### src/rtl/rob_commit_unit.sv
// In-order commit buffer (reorder buffer). Dispatch allocates entries at the
// tail, CDB results mark entries DONE, and the head entry retires onto the
// register-file write port one per cycle, strictly in program order.
// Handshake: a dispatch is accepted on a rising edge where disp_valid and
// disp_ready are both high; disp_tag names the entry it receives. CDB and
// writeback are valid-only (no backpressure). wb_* are registered pulses.
module rob_commit_unit #(
  parameter int DEPTH = 8,
  parameter int TAG_W = $clog2(DEPTH),
  parameter int ADDR  = 5,
  parameter int WIDTH = 32
) (
  input  logic               clk,
  input  logic               rst,
  input  logic               flush,
  input  logic               disp_valid,
  input  logic [ADDR-1:0]    disp_rd,
  output logic               disp_ready,
  output logic [TAG_W-1:0]   disp_tag,
  input  logic               cdb_valid,
  input  logic [TAG_W-1:0]   cdb_tag,
  input  logic [WIDTH-1:0]   cdb_data,
  output logic               wb_commit,
  output logic [ADDR-1:0]    wb_reg,
  output logic [WIDTH-1:0]   wb_data,
  output logic [TAG_W:0]     count,
  output logic [2*DEPTH-1:0] dbg_state
);

  typedef enum logic [1:0] {
    E_FREE   = 2'd0,
    E_ISSUED = 2'd1,
    E_DONE   = 2'd2
  } ent_state_e;

  localparam logic [TAG_W:0] FULL_CNT = (TAG_W+1)'(DEPTH);

  ent_state_e       st_q [DEPTH];
  ent_state_e       st_d [DEPTH];
  logic [ADDR-1:0]  rd_q   [DEPTH];
  logic [WIDTH-1:0] data_q [DEPTH];

  logic [TAG_W-1:0] head_q, head_d;
  logic [TAG_W-1:0] tail_q, tail_d;
  logic [TAG_W:0]   count_q, count_d;

  logic             wb_commit_d;
  logic [ADDR-1:0]  wb_reg_d;
  logic [WIDTH-1:0] wb_data_d;

  logic disp_fire;
  logic cdb_hit;
  logic commit_fire;

  // A full buffer refuses dispatch even if the head retires this cycle.
  assign disp_ready  = (count_q != FULL_CNT) && !flush;
  assign disp_tag    = tail_q;
  assign count       = count_q;
  assign disp_fire   = disp_valid && disp_ready;
  // Only ISSUED entries accept a result; late or duplicate broadcasts drop.
  assign cdb_hit     = cdb_valid && (st_q[cdb_tag] == E_ISSUED) && !flush;
  // Decided from registered state only, so a same-cycle CDB never bypasses.
  assign commit_fire = (st_q[head_q] == E_DONE) && !flush;

  // State register: entry states, pointers, occupancy and writeback port.
  always_ff @(posedge clk or posedge rst) begin
    if (rst) begin
      for (int i = 0; i < DEPTH; i++) st_q[i] <= E_FREE;
      head_q    <= '0;
      tail_q    <= '0;
      count_q   <= '0;
      wb_commit <= 1'b0;
      wb_reg    <= '0;
      wb_data   <= '0;
    end else begin
      st_q      <= st_d;
      head_q    <= head_d;
      tail_q    <= tail_d;
      count_q   <= count_d;
      wb_commit <= wb_commit_d;
      wb_reg    <= wb_reg_d;
      wb_data   <= wb_data_d;
    end
  end

  // Payload storage; contents of FREE entries are don't-care, so no reset.
  always_ff @(posedge clk) begin
    if (disp_fire) rd_q[tail_q]    <= disp_rd;
    if (cdb_hit)   data_q[cdb_tag] <= cdb_data;
  end

  // Next-state: per-entry lifecycle plus pointer/occupancy bookkeeping.
  always_comb begin
    st_d    = st_q;
    head_d  = head_q;
    tail_d  = tail_q;
    count_d = count_q;
    if (flush) begin
      for (int i = 0; i < DEPTH; i++) st_d[i] = E_FREE;
      head_d  = '0;
      tail_d  = '0;
      count_d = '0;
    end else begin
      if (commit_fire) begin
        st_d[head_q] = E_FREE;
        head_d       = head_q + TAG_W'(1);
      end
      if (cdb_hit) st_d[cdb_tag] = E_DONE;
      if (disp_fire) begin
        st_d[tail_q] = E_ISSUED;
        tail_d       = tail_q + TAG_W'(1);
      end
      case ({disp_fire, commit_fire})
        2'b10:   count_d = count_q + (TAG_W+1)'(1);
        2'b01:   count_d = count_q - (TAG_W+1)'(1);
        default: count_d = count_q;
      endcase
    end
  end

  // Outputs: next writeback values and a flat view of entry states.
  always_comb begin
    wb_commit_d = commit_fire;
    wb_reg_d    = '0;
    wb_data_d   = '0;
    if (commit_fire) begin
      wb_reg_d  = rd_q[head_q];
      wb_data_d = data_q[head_q];
    end
    dbg_state = '0;
    for (int i = 0; i < DEPTH; i++) dbg_state[2*i +: 2] = st_q[i];
  end

endmodule

### config.mk
export PLATFORM = sky130hd
export DESIGN_NAME = rob_commit_unit
export DESIGN_NICKNAME = d
export VERILOG_FILES = /design/src/rtl/rob_commit_unit.sv
export SDC_FILE = /design/constraint.sdc
export NUM_CORES = 1
export LEC_CHECK = 0
export CAP_MARGIN = 20
export CELL_PAD_IN_SITES_DETAIL_PLACEMENT = 1
export CELL_PAD_IN_SITES_GLOBAL_PLACEMENT = 1
export CORE_MARGIN = 4
export CORE_UTILIZATION = 54
export CTS_CLUSTER_DIAMETER = 40
export DETAILED_ROUTE_END_ITERATION = 10
export PLACE_DENSITY = 0.89
export SYNTH_ARGS = -nofsm -noshare
export SYNTH_HDL_FRONTEND = slang
export SYNTH_SLANG_ARGS = --single-unit
### constraint.sdc
create_clock -name clk -period 7.8 [get_ports clk]
set_clock_uncertainty 0.2 [all_clocks]
set_input_delay 1.17 -clock clk [delete_from_list [all_inputs] [get_ports clk]]
set_output_delay 1.17 -clock clk [all_outputs]
set_load 0.05 [all_outputs]
==> summary.txt, run 1 <==
Critical path
  – Crit. End Element: output port
  – Required @ worst endpoint: roughly 6400 ps
  – Crit Reg-Reg Startpoint: head_q[0]
  – Most common cell on crit path: clkdlybuf4s50_1
  – Max incr delay on CP: roughly 900 ps
  – CP top delay family: buffers and inverters
  – Crit-path cells: clkdlybuf4s50_1 -> nor2_1 -> clkdlybuf4s50_1
  – Setup crit start kind: input pin
  – CP Data Arrival Time: 3190 ps
  – CP Launch Point: flush
  – Crit Path Category: input pin to output port
  – Buf/Inv on CP: 2
  – Worst Path Max Fanout: 22
  – Critical path's slowest cell: clkdlybuf4s50_1

Yosys
  – Ys async rst share: 17.8%
  – Yosys warning count: 0
  – Mapped cell area: around 14000 um2
  – Top-count cell post-synth: edfxtp_1
  – Main synth FF type: edfxtp_1
  – Mapped Avg Cell Area: 19.8 um2
  – Syn Inst Count: 701
  – Distinct cells, synth: about 50
  – Synth Net Count: 750
  – EDFF count, synth: 296
  – Sequential area share after synthesis: 75.6%
  – Synthesized flop and latch total: 360
  – Largest cells by area after synthesis: edfxtp_1, mux4_2, dfrtp_1
  – Cell taking the most area after synthesis: edfxtp_1
  – Leading cell types by count after synthesis: edfxtp_1, mux4_2, dfrtp_1
  – Synth top area share: 64.1%

Routing
  – Via-per-instance ratio: around 6.2
  – DRT Wirelength: 34700 um
  – Vias: 7318
  – ANT nets after route: 0
  – First-pass DRT Iterations: 5
  – DR WL/cell: 29.2 um
  – Drc violations: 0
  – Starting DRC count in detailed routing: roughly 770

Timing
  – Final Hold Fails: 0
  – Fmax: 219 MHz
  – Final Setup Violations: 0
  – RSZ-0062 raised after global routing: false
  – Fin crit share: 58.5%
  – Setup TNS: 0 ps
  – Rel. slew slack: 29.4%
  – Slew @ Worst Pin: 1060 ps
  – Pins Over Slew Limit: 0
  – Post-route minimum period: roughly 4600 ps

Flow run
  – Max Cap Viol: 0

Clock tree
  – Later-pin clock latency in the skew report: 550 ps
  – Worst-path clk slew: roughly 50 ps
  – H-Tree Depth: 2
  – CTS max path bufs: 3
  – Clock Sinks: 360
  – Post-CTS Resized: 0
  – Hold buffers post-CTS: 0
  – CTS root buf: clkbuf_16
  – CTS Buf Count: 42
  – CTS tree: done
  – Setup bufs post-CTS: 0

Cells and area
  – Largest register FFs: 256
  – Layout area overhead: 21.1%
  – Largest regs: data_q (256), rd_q (40), wb_data (32)
  – ANT cells: 0
  – Layout cells sized above 1: 20.4%
  – Core Util, Final: about two thirds
  – Post-route cell area: 16800 um2
  – Biggest register: data_q
  – Fin nets: 874

Floorplanning
  – DIE HEIGHT: around 170 um
  – Die ar.: around 28000 um2
  – Die X-Extent: 168 um
  – Starting Density: around 55%
  – Core area: 25300 um2
  – Rows: 58
  – I/O Pins: between 100 and 150

Global routing
  – Global-route wire length before repair: approximately 53000 um
  – Total gr overflow: 0
  – Vias in the first global route: 8130
  – Initial antenna violation count: 0
  – Largest net degree at the start of global routing: 72
  – Total track usage: 25.0%

Power and ir drop
  – Reg power frac: a little under half
  – Power per cell area: 265 nW/um2
  – Switching portion of total power: 21.7%
  – Clock power share: 46.1%
  – Pint: 0.00348 W
  – Pleak: 5.60 nW
  – Combinational Power Share: 6.1%
  – Psw: 0.000968 W
  – Final Power: 0.00445 W
  – VDD IR max: between 0.0002 and 0.0003 V

Place
  – HPWL after DPL: between 15000 and 20000 um
  – GP Congestion: 0.818
  – Cell Area, Placed: around 15000 um2
  – IO buf count: 106

Run status
  – Outcome: complete, no violations

Worst hold path
  – Worst Hold Class: flop to flop
  – Hold Crit Start: dbg_state[0]
==> final timing paths <==
path	end	slack [ps]	cells past startpoint
max in group asynchronous	head_q[2]	5620	3
hold / removal	dbg_state[0]	420	2
setup / recovery	disp_ready	3240	3
min in group asynchronous	wb_reg[3]	1020	3
setup reg to reg	dbg_state[15]	3820	9
hold reg to reg	dbg_state[0]	420	2
==> power by group through the flow <==
stage | logic [W] | clock network [W] | registers [W]
2_1_floorplan | 0.000136 | 0 | 0.00219
3_3_place_gp | 0.000251 | 0 | 0.00216
3_5_place_dp | 0.000264 | 0 | 0.00217
4_1_cts | 0.000270 | 0.00208 | 0.00213
5_1_grt | 0.000289 | 0.00219 | 0.00213
6_report | 0.000271 | 0.00205 | 0.00213
==> cell type report <==
cell class                      instances  area (um2)
Clock inverter                         27         372
Tap cell                              330         413
Timing Repair Buffer                  116        1180
Inverter                               16        61.3
Multi-Input combinational cell        289        3180
Clock buffer                           50        1080
Fill cell                            2097        8460
Sequential cell                       360       10500
==> through the flow <==
stage | std cells | hold WS [ps] | setup WS [ps]
floorplan | 701 | 394 | 1530
global placement | 1108 | 375 | 3360
detailed placement | 1109 | 366 | 3220
CTS | 1186 | 420 | 3260
global route | 1188 | 457 | 3150
finish | 1188 | 421 | 3240
==> layout by cell type (no fill, tap or decap), drive strengths merged, types with 3 or more instances in the layout <==
cell / n
and3: 4
clkdlybuf4s50: 106
buf: 10
o21ai: 7
nor3: 4
nand4: 5
bufinv: 8
xnor2: 5
mux2i: 44
mux4: 76
a211oi: 9
edfxtp: 296
nand3: 6
clkbuf: 50
ha: 4
a21oi: 10
nor2b: 3
xor2: 3
clkinv: 16
mux2: 3
inv: 19
nand2: 20
nand3b: 3
nor4b: 3
nor2: 52
dfrtp: 64
==> per-layer routing <==
metal / up-vias / GRT usage (%) / part of all wire, %
met5: - / 0 / 0
li1: 3048 / - / -
met3: 67 / 5.05 / 6.7
met4: 0 / 6.53 / 2.3
met2: 358 / 43.2 / 53
met1: 3845 / 33.1 / 38
==> cells by family after synthesis <==
group | count (synthesis) | synth area share, %
adder cells (fa/ha/maj) | 4 | 0.361
flip-flops | 360 | 75.6
AND/OR/NAND/NOR | 114 | 4.14
multiplexers | 123 | 15.8
XOR/XNOR | 8 | 0.505
AO/OA/AOI/OAI | 40 | 1.98
buffers and inverters | 52 | 1.62
==> worst min-delay path: stages (launching register included) <==
cell and delay [ps]:
dfrtp_1 430, nand2_1 80, o21ai_0 70
Note: power is estimated with default switching activity, not from simulation.
==> run 2, diff against run 1 <==
--- a/config.mk
+++ b/config.mk
@@ -9,10 +9,10 @@
 export CELL_PAD_IN_SITES_DETAIL_PLACEMENT = 1
 export CELL_PAD_IN_SITES_GLOBAL_PLACEMENT = 1
 export CORE_MARGIN = 4
-export CORE_UTILIZATION = 54
+export CORE_UTILIZATION = 46
 export CTS_CLUSTER_DIAMETER = 40
 export DETAILED_ROUTE_END_ITERATION = 10
-export PLACE_DENSITY = 0.89
+export PLACE_DENSITY = 0.81
 export SYNTH_ARGS = -nofsm -noshare
 export SYNTH_HDL_FRONTEND = slang
 export SYNTH_SLANG_ARGS = --single-unit
==> constraint.sdc (replaced) <==
create_clock -name clk -period 4.17 [get_ports clk]
set_clock_uncertainty 0.2 [all_clocks]
set_input_delay 0.6255 -clock clk [delete_from_list [all_inputs] [get_ports clk]]
set_output_delay 0.6255 -clock clk [all_outputs]
set_load 0.05 [all_outputs]
==> summary.txt, run 2 (same netlist as run 1, synthesis figures left out) <==
Cells and area
  – Biggest register: data_q
  – Largest regs: data_q (256), rd_q (40), wb_data (32)
  – Final non-filler cell total: 1259
  – Layout cells sized above 1: between 20% and 30%
  – ANT cells: 0
  – Core Util, Final: 57.1%
  – Fin nets: ~900
  – Largest register FFs: ~260
  – Layout area overhead: 22.3%
  – Most frequent cells in the layout: edfxtp_1, clkdlybuf4s50_1, mux4_2
  – Most common cell after layout, fill and taps aside: edfxtp_1
  – Fillers: 2595

Clock tree
  – Clock Sinks: 360
  – CTS root buf: clkbuf_16
  – Worst-path clk slew: about 50 ps
  – CTS Buf Count: 43
  – Setup bufs post-CTS: 0
  – CTS max path bufs: 3
  – Post-CTS Resized: 0
  – Later-pin clock latency in the skew report: around 530 ps
  – H-Tree Depth: 2
  – CTS tree: done
  – Hold buffers post-CTS: 0

Routing
  – First-pass DRT Iterations: 4
  – DR WL/cell: 25.4 um
  – Drc violations: 0
  – DRT Wirelength: 31900 um
  – ANT nets after route: 0
  – Vias: between 7000 and 8000
  – Starting DRC count in detailed routing: between 500 and 600
  – Via-per-instance ratio: between 5 and 6

Floorplanning
  – DIE HEIGHT: 182 um
  – Starting Density: 46.7%
  – Die X-Extent: 182 um
  – I/O Pins: 107
  – Core area: 29700 um2
  – Die ar.: 33000 um2
  – Rows: 63

Critical path
  – Crit Path Category: flop to flop
  – Buf/Inv on CP: 1
  – Crit. End Element: flop
  – CP top delay family: simple AND/OR/NAND/NOR gates
  – Max incr delay on CP: roughly 500 ps
  – Setup crit start kind: flop
  – Required @ worst endpoint: 4400 ps
  – Crit-path cells: nor4b_1 -> nor3b_1 -> buf_4 -> nor2_1 -> and3_1 -> ha_1 -> and3_1 -> o21ai_0 -> xnor2_1 -> nor2_1 -> a211oi_1
  – Critical path's slowest cell: nor4b_1
  – Worst Path Max Fanout: 15
  – CP Data Arrival Time: 3450 ps

Power and ir drop
  – Pint: 0.00637 W
  – Switching portion of total power: approximately 22%
  – Psw: 0.00175 W
  – VDD IR max: 0.000466 V
  – Pleak: 5.62 nW
  – Clock power share: 44.9%
  – Power per cell area: roughly 480 nW/um2
  – Reg power frac: roughly 49%
  – Combinational Power Share: 6.3%

Timing
  – Setup TNS: 0 ps
  – Fmax: approximately 310 MHz
  – Fin crit share: 77.2%
  – Final Hold Fails: 0
  – Post-route minimum period: approximately 3200 ps
  – RSZ-0062 raised after global routing: false
  – Final Setup Violations: 0
  – Pins Over Slew Limit: 0
  – Slew @ Worst Pin: 897 ps
  – Rel. slew slack: 40.1%

Run status
  – Outcome: complete, no violations

Place
  – Cells after DPL: approximately 1200
  – GP Congestion: 0.815
  – IO buf count: 106
  – HPWL after DPL: 19400 um

Global routing
  – Vias in the first global route: between 7000 and 8000
  – Largest net degree at the start of global routing: between 40 and 50
  – Total track usage: between 10% and 20%
  – Initial antenna violation count: 1
  – Total gr overflow: 0
  – Global-route wire length before repair: 49500 um

Flow run
  – Max Cap Viol: 0

Worst hold path
  – Worst Hold Class: input pin to asynchronous set/reset pin
==> run 2: changes by cell type in the layout (fill, tap and decap cells not counted), moves of 2 or more <==
cell,delta
clkinvlp_4,+6
clkinv_4,+2
clkbuf_8,+3
buf_12,+5
clkbuf_16,+3
bufinv_16,-5
buf_4,+5
inv_6,-3
clkinv_2,-7
clkbuf_1,+3
==> run 2: area by class of cell <==
cell class                 count  area, um2  share of cell area [%]
clock inverter                20        210                    1.24
timing repair buffer         125       1290                    7.61
sequential                   360      10500                    61.9
inverter                      16       61.3                   0.362
clock buffer                  59       1210                    7.13
tap                          390        488                    2.88
multi-input combinational    289       3200                    18.9
==> run 2: per-layer routing <==
| metal | GRT usage [%] | up-vias | wire (um) |
|---|---|---|---|
| met3 | 4.57 | 63 | 2080 |
| met1 | 25.6 | 3759 | 12600 |
| met2 | 33.8 | 270 | 16500 |
| met4 | 5.40 | 2 | 710 |
| met5 | 0 | - | 20 |
| li1 | - | 3065 | - |
==> run 2: path summary, 6_finish.rpt <==
path,cells past startpoint,slack (ps),endpoint,start
setup / recovery,11,950,count[3],count[1]
hold / removal,2,400,wb_reg[2],rst
setup reg to reg,11,950,count[3],count[1]
hold reg to reg,2,410,dbg_state[4],dbg_state[4]
max in group asynchronous,3,2650,wb_data[28],rst
min in group clk,2,410,dbg_state[4],dbg_state[4]
==> run 2: power groups by stage <==
stage,combinational (W),clock (W),sequential (W)
floorplan,0.000255,0,0.00410
global placement,0.000501,0,0.00404
detailed placement,0.000517,0,0.00404
CTS,0.000520,0.00373,0.00397
global route,0.000553,0.00389,0.00397
finish,0.000512,0.00365,0.00397
==> run 2: per-stage QoR <==
stage          power [W]  area [um2]  hold slack [ps]  setup slack (ps)
2_1_floorplan    0.00435       13900              394              59.3
3_3_place_gp     0.00454       15500              390               543
3_5_place_dp     0.00455       15500              391               462
4_1_cts          0.00822       17000              403               971
5_1_grt          0.00841       17000              428               712
6_report         0.00813       17000              398               949
